$ cat config.mk
export PLATFORM = sky130hd
export DESIGN_NAME = ps2_scan_rx
export DESIGN_NICKNAME = d
export VERILOG_FILES = /design/src/rtl/ps2_scan_rx.sv
export SDC_FILE = /design/constraint.sdc
export NUM_CORES = 1
export LEC_CHECK = 0
export ABC_AREA = 1
export CAP_MARGIN = 20
export CORE_AREA = 8 8 80 82
export DETAILED_ROUTE_END_ITERATION = 12
export DIE_AREA = 0 0 88 90
export DONT_BUFFER_PORTS = 1
export SLEW_MARGIN = 10
export SYNTH_ARGS = -nofsm -noshare
export SYNTH_HDL_FRONTEND = slang
export SYNTH_SLANG_ARGS = --single-unit
$ cat constraint.sdc
create_clock -name clk -period 1.6 [get_ports clk]
set_input_delay 0.32 -clock clk [delete_from_list [all_inputs] [get_ports clk]]
set_output_delay 0.32 -clock clk [all_outputs]
set_load 0.05 [all_outputs]
$ cat src/rtl/ps2_scan_rx.sv
// PS/2 keyboard receiver: synchronises the raw PS/2 lines, deframes
// 11-bit frames (start, 8 data LSB-first, odd parity, stop) and filters
// the scan-code stream so only make codes of non-extended keys reach `code`.
// Break (F0) and extended (E0) prefixes are tracked and swallowed.
module ps2_scan_rx #(
    parameter int TIMEOUT_CYCLES = 100000
) (
    input  logic       clk,
    input  logic       rst_n,
    input  logic       ps2_clk,
    input  logic       ps2_data,
    output logic [7:0] code,
    output logic       code_valid,
    output logic       frame_err
);

    localparam int TO_W = $clog2(TIMEOUT_CYCLES + 1);
    localparam logic [TO_W-1:0] TO_LAST = TO_W'(TIMEOUT_CYCLES - 1);

    typedef enum logic [1:0] {
        IDLE,
        DATA,
        PARITY,
        STOP
    } state_t;

    logic            ps2c_s1_q, ps2c_s2_q, ps2c_prev_q;
    logic            ps2d_s1_q, ps2d_s2_q;
    logic            fall;

    state_t          state_q;
    logic [2:0]      bit_cnt_q;
    logic [TO_W-1:0] to_cnt_q;
    logic [7:0]      shift_q;
    logic            par_ok_q;
    logic            brk_q, ext_q;
    logic [7:0]      code_q;
    logic            code_valid_q, frame_err_q;

    // Two-flop synchronisers plus a delayed copy of ps2_clk for edge detection;
    // idle-high reset values keep a released reset from looking like a fall.
    always_ff @(posedge clk or negedge rst_n) begin
        if (!rst_n) begin
            ps2c_s1_q   <= 1'b1;
            ps2c_s2_q   <= 1'b1;
            ps2c_prev_q <= 1'b1;
            ps2d_s1_q   <= 1'b1;
            ps2d_s2_q   <= 1'b1;
        end else begin
            ps2c_s1_q   <= ps2_clk;
            ps2c_s2_q   <= ps2c_s1_q;
            ps2c_prev_q <= ps2c_s2_q;
            ps2d_s1_q   <= ps2_data;
            ps2d_s2_q   <= ps2d_s1_q;
        end
    end

    assign fall = ps2c_prev_q & ~ps2c_s2_q;

    // Frame FSM with inactivity timeout and scan-code prefix filtering.
    // A fall always takes priority over the timeout terminal count.
    always_ff @(posedge clk or negedge rst_n) begin
        if (!rst_n) begin
            state_q      <= IDLE;
            bit_cnt_q    <= '0;
            to_cnt_q     <= '0;
            shift_q      <= '0;
            par_ok_q     <= 1'b0;
            brk_q        <= 1'b0;
            ext_q        <= 1'b0;
            code_q       <= '0;
            code_valid_q <= 1'b0;
            frame_err_q  <= 1'b0;
        end else begin
            code_valid_q <= 1'b0;
            frame_err_q  <= 1'b0;
            if (fall) begin
                to_cnt_q <= '0;
                case (state_q)
                    IDLE: begin
                        if (!ps2d_s2_q) begin
                            state_q   <= DATA;
                            bit_cnt_q <= '0;
                        end
                    end
                    DATA: begin
                        shift_q   <= {ps2d_s2_q, shift_q[7:1]};
                        bit_cnt_q <= bit_cnt_q + 3'd1;
                        if (bit_cnt_q == 3'd7) begin
                            state_q <= PARITY;
                        end
                    end
                    PARITY: begin
                        par_ok_q <= ^{shift_q, ps2d_s2_q};
                        state_q  <= STOP;
                    end
                    STOP: begin
                        state_q <= IDLE;
                        if (!(ps2d_s2_q && par_ok_q)) begin
                            frame_err_q <= 1'b1;
                            brk_q       <= 1'b0;
                            ext_q       <= 1'b0;
                        end else if (shift_q == 8'hF0) begin
                            brk_q <= 1'b1;
                        end else if (shift_q == 8'hE0) begin
                            ext_q <= 1'b1;
                        end else if (brk_q) begin
                            brk_q <= 1'b0;
                            ext_q <= 1'b0;
                        end else if (ext_q) begin
                            ext_q <= 1'b0;
                        end else begin
                            code_q       <= shift_q;
                            code_valid_q <= 1'b1;
                        end
                    end
                    default: state_q <= IDLE;
                endcase
            end else if (state_q != IDLE) begin
                if (to_cnt_q == TO_LAST) begin
                    state_q     <= IDLE;
                    to_cnt_q    <= '0;
                    bit_cnt_q   <= '0;
                    frame_err_q <= 1'b1;
                    brk_q       <= 1'b0;
                    ext_q       <= 1'b0;
                end else begin
                    to_cnt_q <= to_cnt_q + 1'b1;
                end
            end else begin
                to_cnt_q <= '0;
            end
        end
    end

    assign code       = code_q;
    assign code_valid = code_valid_q;
    assign frame_err  = frame_err_q;

endmodule

== Word level (Yosys, flattened, before mapping) ==
Index checks and enable logic that the tools add are counted.

* Bitwise operators: 6
* Add/subtract/negate cells: 2
* Equality and inequality tests: 13
* Muxes and demuxes: 38
* Reduce and logical (&&, ||, !) cells: 13

{| class="wikitable"
|+ Operators with widths
! cell !! count
|-
| 2-to-1 mux 17 bit || 3
|-
| 2-to-1 mux 1 bit || 24
|-
| adder 17 x 1 -> 17 bit (second input constant) || 1
|-
| equality test 17 bit (second input constant) || 1
|-
| equality test 8 bit (second input constant) || 2
|-
| AND reduction 4 bit || 4
|-
| 2-to-1 mux 3 bit || 4
|-
| 2-to-1 mux 2 bit || 5
|-
| inequality test 3 bit (second input constant) || 3
|-
| parity 9 bit || 1
|-
| one-hot mux 2 bit (4 select lines) || 1
|-
| AND reduction 7 bit || 1
|-
| one-hot mux 3 bit (2 select lines) || 1
|-
| nonzero test 2 bit || 3
|-
| NOT 1 bit || 5
|-
| equality test 2 bit (second input constant) || 2
|-
| inequality test 4 bit (second input constant) || 1
|-
| AND reduction 2 bit || 2
|-
| adder 3 x 1 -> 3 bit (second input constant) || 1
|-
| equality test 3 bit (second input constant) || 1
|-
| inequality test 3 x 1 -> 1 bit (second input constant) || 1
|-
| equality test 2 x 1 -> 1 bit (second input constant) || 1
|-
| zero test 2 bit || 1
|-
| inequality test 2 x 1 -> 1 bit (second input constant) || 1
|-
| other kinds (2) || 2
|}

* Logic and storage cells: 87
* Bits of input ports: 4
* Output and inout bits: 10
* Register bits: 48

== Longest topological paths before layout ==
Gate-level depths: netlist of the first run.

* Word-level depth: 7
* Depth in mapped cells: 10
* Gate-level depth less buffers: 10

== Worst setup path before layout of the first run ==
No wires, ideal clock.

* Path kind: flip-flop to flip-flop
* From: reg ps2d_s2_q
* To: reg code_q[7] (netlist: code[7])
* Arrival: 1.325 ns
* Path buffers: 1
* Slack: 0.157 ns
* Library setup time: 0.119 ns
* Cell stages (with the launch flop): 9
* Data required time: 1.481 ns
* Period minus slack after synthesis: 1.443 ns
* Cells stage by stage: dfstp_2 -> nand2_2 -> nor2_4 -> inv_2 -> nor4_4 -> nand2_2 -> buf_6 -> nand2_2 -> o21ai_2

* Word-level cells in the longest chain between the ends: 2

{| class="wikitable"
|+ RTL lines
! item !! line !! source
|-
| start: declaration || 28 || <nowiki>logic ps2d_s1_q, ps2d_s2_q;</nowiki>
|-
| start signal: assignment || 54 || <nowiki>ps2d_s2_q <= ps2d_s1_q;</nowiki>
|-
| logical AND 1 bit || 99 || <nowiki>if (!(ps2d_s2_q && par_ok_q)) begin</nowiki>
|-
| AND reduction 7 bit (no source line) || - ||
|-
| end signal: assignment || 113 || <nowiki>code_q <= shift_q;</nowiki>
|-
| end: declaration || 37 || <nowiki>logic [7:0] code_q;</nowiki>
|}

Every way passes these cells.
A chain may end at the register's enable or synchronous reset.

== Worst setup path after layout of the first run ==
* From: reg to_cnt_q[0]
* To: reg bit_cnt_q[1]

* Word-level cells in the longest chain between the ends: 3

{| class="wikitable"
|+ RTL lines
! item !! line !! source
|-
| start: declaration || 33 || <nowiki>logic [TO_W-1:0] to_cnt_q;</nowiki>
|-
| start signal: assignment || 128 || <nowiki>to_cnt_q <= to_cnt_q + 1'b1;</nowiki>
|-
| equality test 17 bit || 120 || <nowiki>if (to_cnt_q == TO_LAST) begin</nowiki>
|-
| nonzero test 2 bit (no source line) || - ||
|-
| AND reduction 4 bit (no source line) || - ||
|-
| end signal: assignment || 88 || <nowiki>bit_cnt_q <= bit_cnt_q + 3'd1;</nowiki>
|-
| end: declaration || 32 || <nowiki>logic [2:0] bit_cnt_q;</nowiki>
|}

Every way passes these cells.

==> metrics.md, run 1 <==
| Metric | Value |
|---|---|
| Sequential-to-total area share from yosys stat | `0.488` |
| Clock Sinks | `48` |
| Multi-input logic area | `between 1000 and 1500 µm²` |
| GPL Wtd Cong | `0.791` |
| Core outline area | `5240 µm²` |
| CP endpoint kind | `register` |
| Yosys warnings | `0` |
| Chip Height | `90 µm` |
| Mux cell area share after synthesis | `0` |
| Final Skew | `slightly above 0.009 ns` |
| Die area | `approximately 7900 µm²` |
| Run status | `completed` |
| Final Hold Viols | `0` |
| Total power | `0.00270 W` |
| Clock Tree Buf Depth | `2` |
| Routed Antenna Nets | `0` |
| Simple-gate share of the synthesized area | `0.303` |
| Startpoint Class | `register` |
| Drt total wl | `roughly 4600 µm` |
| Clock latency on the worst-skew pair | `about 0.29 ns` |
| Initial antenna violation count | `0` |
| Endpoints failing setup | `0` |
| First-pass GRT wire length | `between 7000 and 8000 µm` |
| Max-Cap Viols | `0` |
| Synth-to-Final Area Change | `15.6%` |
| Final net count | `about 330` |
| DRC | `0` |
| Worst Hold Class | `register to register` |
| LEAKAGE | `~1.3 nW` |
| Fraction of synthesized cell area in xor and xnor cells | `0.0354` |
| Most common cell after layout, fill and taps aside | `nand2_1` |
| CTS HTree Levels | `2` |
| Area leader, netlist | `dfrtp_1` |
| Core Util, Final | `0.546` |
| N_diodes | `0` |
| Rel. slew slack | `0.652` |
| Cell count after synthesis | `slightly below 300` |
| Post-route clock period utilization | `0.947` |
| PD cells | `~940 nW/µm²` |
| Synth Area in Compound Gates | `0.0712` |
| Post-synth top flop | `dfrtp_1` |
| DR pass1 iterations | `4` |
| Largest family of logic cells by synthesized area | `simple AND/OR/NAND/NOR gates` |
| Synthesized area per cell | `8.39 µm²` |
| CTS root buf | `clkbuf_8` |
| Row count | `27` |
| Ports | `14` |
| Worst-Margin Slew | `between 0.5 and 0.6 ns` |
| Synth Area in Adders | `0.0354` |
| Grt total ovfl | `0` |
| Net Count, Synth | `between 300 and 400` |
| Clk slew on worst S/H paths | `~0.080 ns` |
| Initial Util | `0.473` |
| Mean number of vias per cell | `around 4.8` |
| Mapped Area | `approximately 2500 µm²` |
| Vias in the first global route | `between 1,500 and 2,000` |
| CP required | `1.78 ns` |
| Fin crit period | `between 1.5 and 2 ns` |
| Largest net degree at the start of global routing | `just under 50` |
| CTS tree | `done` |
| Port bufs | `0` |
| Cell variety after synth | `31` |
| VDD IR-drop max | `around 0.46 mV` |
| Max frequency | `660 MHz` |
| Fill cells | `a little under 500` |
| Total number of vias | `1,849` |
| GRT Util Overall | `0.121` |
| Yosys reg bits | `48` |
| Post-synth top area share | `0.435` |
| Slew Viols, Final | `0` |
| Initial drt markers | `63` |
| Routed length per instance | `approximately 12 µm` |
| Die width | `88 µm` |
| Layout cells sized above 1 | `0.196` |
| EDFF count, synth | `0` |
| Asr flop ratio synth | `1.00` |
| Critical path class | `register to register` |
| Hpwl dp | `approximately 3200 µm` |
| Reg-to-reg slack, setup | `approximately 0.084 ns` |
| CP max FO | `6` |
| Reg area | `between 1000 and 1500 µm²` |
| Top cells by area, synth | `dfrtp_1 43%, nand2_1 13%, dfstp_2 5.3%` |
| Most frequent cells in the layout | `81 x nand2_1, 43 x dfrtp_1, 32 x nor2_1` |
| TritonCTS Buffers | `5` |
| Arr. time, crit path | `1.69 ns` |
[final timing paths]
kind                                             to  cells past startpoint             startpoint
hold / removal                  ps2c_s2_q$_DFF_PN1_                      0    ps2c_s1_q$_DFF_PN1_
setup reg to reg           bit_cnt_q[1]$_DFFE_PN0P_                      8  to_cnt_q[0]$_DFF_PN0_
max in group asynchronous       ps2d_s1_q$_DFF_PN1_                      2                  rst_n
min in group asynchronous       code[3]$_DFFE_PN0P_                      2                  rst_n
setup / recovery           bit_cnt_q[1]$_DFFE_PN0P_                      8  to_cnt_q[0]$_DFF_PN0_
hold reg to reg                 ps2c_s2_q$_DFF_PN1_                      0    ps2c_s1_q$_DFF_PN1_
[per-stage QoR]
stage                     setup slack (ns)  hold WS [ns]  std cells  area, µm²  setup TNS (ns)
after floorplan                      0.157        0.0244        295       2480               0
after global placement             -0.0115        0.0258        371       2610         -0.0276
after detailed placement           -0.0348        0.0259        371       2610         -0.0826
after CTS                           0.0173       0.00802        381       2730               0
after global routing               -0.0433         0.361        388       2860         -0.0663
final                               0.0842         0.357        388       2860               0
[sequential cells by signal, summed over array words and instances (netlist names), 2 cells and up]
| name | count |
|---|---|
| bit_cnt_q | 3 |
| code | 8 |
| shift_q | 8 |
| state_q | 2 |
| to_cnt_q | 17 |
[per-layer routing]
layer | global-route usage | up-vias | share of wire
li1 | - | 962 | -
met1 | 0.156 | 865 | 0.48
met2 | 0.190 | 17 | 0.48
met3 | 0.0309 | 5 | 0.031
met4 | 0.0387 | 0 | 0.0084
met5 | 0 | - | 0
[worst max-delay path: stages, from the launching register on]
cell and delay (ns):
dfrtp_1 0.41, ha_4 0.16, nand3_2 0.11, nor2_2 0.15
nand3_2 0.15, nand2_4 0.14, nand3_2 0.13, nand2_1 0.08
o21ai_1 0.06
[cell type report]
class,instances,area share
multi-input cells,207,0.407
well taps,72,0.0315
repair buffers,17,0.0643
inverters,36,0.0472
flip-flops and latches,48,0.422
clock buffers,8,0.0280
[synthesized netlist by cell type, drive strengths merged (2+ instances only)]
| cell | count |
|---|---|
| nand2 | 87 |
| dfrtp | 43 |
| nor2 | 40 |
| inv | 36 |
| o21ai | 27 |
| nand3 | 19 |
| xor2 | 9 |
| ha | 7 |
| dfstp | 5 |
| nor3b | 5 |
| nor3 | 4 |
| buf | 3 |
| nand4 | 3 |
| or2 | 2 |
[logic make-up (layout without fill, tap and decap cells)]
group           after synthesis  after routing
simple gates                161            161
flops                        48             48
buf+inv                      40             61
compound gates               29             29
xor+xnor                     10             10
fa+ha+maj                     7              7
[where the power goes]
part           leakage [nW]  internal [W]  switching [W]  total (W)
clock                0.0395      0.000311       0.000368   0.000679
combinational         0.636      0.000224       0.000388   0.000613
sequential            0.649       0.00130       0.000108    0.00141
total                  1.32       0.00184       0.000864    0.00270
[repair_timing]
action | CTS | global route
gates resized for setup | 2 | 15
setup endpoints to repair | 5 | 21
setup buffers | 0 | 5
pin swaps | 0 | 5
hold buffers | 2 | 2
endpoints found under the hold margin | 48 | 2
Note: power is estimated with default switching activity, not from simulation.
==> inputs of run 2 (changes only) <==
--- a/config.mk
+++ b/config.mk
@@ -7,9 +7,9 @@
 export LEC_CHECK = 0
 export ABC_AREA = 1
 export CAP_MARGIN = 20
-export CORE_AREA = 8 8 80 82
+export CORE_AREA = 8 8 74 89
 export DETAILED_ROUTE_END_ITERATION = 12
-export DIE_AREA = 0 0 88 90
+export DIE_AREA = 0 0 82 97
 export DONT_BUFFER_PORTS = 1
 export SLEW_MARGIN = 10
 export SYNTH_ARGS = -nofsm -noshare
==> metrics.md, run 2 (same netlist as run 1, synthesis figures left out) <==
| Metric | Value |
|---|---|
| Run status | `completed` |
| Endpoints failing setup | `0 (unchanged)` |
| Row count | `29 (+7.4%)` |
| GPL Wtd Cong | `0.795 (+0.58%)` |
| CP endpoint kind | `register` |
| Post-route clock period utilization | `0.916 (-0.0312)` |
| Post-Place Cell Area | `2620 µm² (+0.58%)` |
| Initial Util | `0.481 (+0.00769)` |
| Die area | `7950 µm² (+0.43%)` |
| Initial drt markers | `103 (+63%)` |
| Routed length per instance | `11.4 µm (-4.4%)` |
| Hpwl dp | `3140 µm (-2.5%)` |
| DRC | `0 (unchanged)` |
| PD cells | `1030 nW/µm² (+8.7%)` |
| Clk slew on worst S/H paths | `0.10 ns (+0.02 ns)` |
| Max-Cap Viols | `0 (unchanged)` |
| Ports | `14 (unchanged)` |
| Largest net degree at the start of global routing | `49 (unchanged)` |
| Die width | `82 µm (-6.8%)` |
| N_diodes | `0 (unchanged)` |
| Worst Hold Class | `register to register` |
| Rel. slew slack | `0.668 (+0.0169)` |
| Placed Instances | `363 (-2.2%)` |
| Layout cells sized above 1 | `0.188 (-0.00830)` |
| CP max FO | `5 (-1)` |
| Clock Tree Buf Depth | `2 (unchanged)` |
| First-pass GRT wire length | `8080 µm (+4.8%)` |
| Setup_tns | `0 ns (unchanged)` |
| Synth-to-Final Area Change | `14.6%` |
| LEAKAGE | `1.32 nW (-0.52%)` |
| Critical path class | `register to register` |
| Largest register by flop count | `to_cnt_q` |
| Max reg flops | `17 (unchanged)` |
| Final Hold Viols | `0 (unchanged)` |
| Clock Sinks | `48 (unchanged)` |
| Fill cells | `499 (+2.0%)` |
| DR pass1 iterations | `4 (unchanged)` |
| Final Skew | `0.00721 ns (-0.00209 ns)` |
| Fin crit period | `1.47 ns (-0.0498 ns)` |
| VDD IR-drop max | `0.587 mV (+27%)` |
| Startpoint Class | `register` |
| Initial antenna violation count | `0 (unchanged)` |
| CP required | `1.80 ns (+0.02 ns)` |
| CTS HTree Levels | `2 (unchanged)` |
| Slew Viols, Final | `0 (unchanged)` |
| Worst-Margin Slew | `0.497 ns (-0.0253 ns)` |
| CTS tree | `done` |
| Chip Height | `97 µm (+7.8%)` |
| Final worst slack | `0.134 ns (+0.0498 ns)` |
| Drt total wl | `4300 µm (-7.4%)` |
| Most frequent cells in the layout | `82 x nand2_1, 43 x dfrtp_1, 32 x nor2_1` |
| Most common cell after layout, fill and taps aside | `nand2_1` |
| Port bufs | `0 (unchanged)` |
| Routed Antenna Nets | `0 (unchanged)` |
| TritonCTS Buffers | `5 (unchanged)` |
| Max frequency | `682 MHz (+3.4%)` |
| DP Worst Slack | `0.0239 ns (+0.0586 ns)` |
| Mean number of vias per cell | `4.74 (-0.49%)` |
| Grt total ovfl | `0 (unchanged)` |
| Vias in the first global route | `1,885 (+11%)` |
| Post-Layout Cell Count | `376 (-3.1%)` |
| Final net count | `324 (-0.61%)` |
| Final Instance Area | `2840 µm² (-0.87%)` |
| Arr. time, crit path | `1.66 ns (-0.03 ns)` |
| Total number of vias | `1,783 (-3.6%)` |
| GRT Util Overall | `0.123 (+0.00194)` |
| RSZ-0062 raised after global routing | `no` |
| Clock latency on the worst-skew pair | `0.30 ns (about the same)` |
| CTS root buf | `clkbuf_8` |
| Core outline area | `5150 µm² (-1.6%)` |
| Fin Hold WS | `0.362 ns (+0.00506 ns)` |
## run 2: cell count changes in the layout (fill, tap and decap cells not counted), moves of 2 or more
cell / delta
clkbuf_1: -3
nand2_4: -2
nand3_2: -2
buf_4: -2
## run 2: final timing paths
kind / startpoint / end / slack [ns] / depth (start not counted)
setup / recovery: to_cnt_q[0]$_DFF_PN0_ / brk_q$_DFFE_PN0P_ / 0.13 / 9
hold / removal: ps2c_s1_q$_DFF_PN1_ / ps2c_s2_q$_DFF_PN1_ / 0.36 / 0
setup reg to reg: to_cnt_q[0]$_DFF_PN0_ / brk_q$_DFFE_PN0P_ / 0.13 / 9
hold reg to reg: ps2c_s1_q$_DFF_PN1_ / ps2c_s2_q$_DFF_PN1_ / 0.36 / 0
max in group asynchronous: rst_n / ps2d_s1_q$_DFF_PN1_ / 0.79 / 2
min in group asynchronous: rst_n / shift_q[1]$_DFFE_PN0P_ / 0.53 / 2
## run 2: what timing repair did
action	CTS	global route
setup buffers	0	1
gates resized for setup	0	9
endpoints found under the hold margin	49	1
endpoints found under the setup margin	0	10
hold buffers	3	1
## run 2: report_power, final
group          internal, W  switching (W)  total (W)
combinational     0.000230       0.000390   0.000620
sequential         0.00130      0.0000942    0.00140
clock             0.000471       0.000423   0.000894
## run 2: worst max-delay path, cell delays in order (launching register included)
cell and delay (ns):
dfrtp_1 0.37, ha_1 0.19, nand3_1 0.13, nor2_2 0.12, nand3_2 0.12, nand2_4 0.14
buf_4 0.12, nand3_1 0.07, nand2_1 0.06, nand2_1 0.05
## run 2: cell type report
| cell class | count | area, µm² | share of cell area |
|---|---|---|---|
| inverters | 36 | 135 | 0.0476 |
| clock buffers | 5 | 68.8 | 0.0243 |
| multi-input cells | 207 | 1130 | 0.399 |
| repair buffers | 15 | 169 | 0.0596 |
| clock inverters | 3 | 46.3 | 0.0163 |
| flip-flops and latches | 48 | 1210 | 0.426 |
| well taps | 62 | 77.6 | 0.0273 |
## run 2: through the flow
| step | util | total power, W |
|---|---|---|
| 2_1_floorplan | - | 0.00183 |
| 3_3_place_gp | 0.509 | 0.00199 |
| 3_5_place_dp | 0.509 | 0.00200 |
| 4_1_cts | 0.541 | 0.00294 |
| 5_1_grt | 0.551 | 0.00312 |
| 6_report | 0.551 | 0.00291 |
## run 2: metal layers
| metal | GRT usage | part of all wire | vias up |
|---|---|---|---|
| met5 | 0 | 0 | - |
| met3 | 0.0287 | 0.027 | 6 |
| met4 | 0.0447 | 0.013 | 0 |
| met2 | 0.200 | 0.48 | 17 |
| li1 | - | - | 959 |
| met1 | 0.152 | 0.48 | 801 |
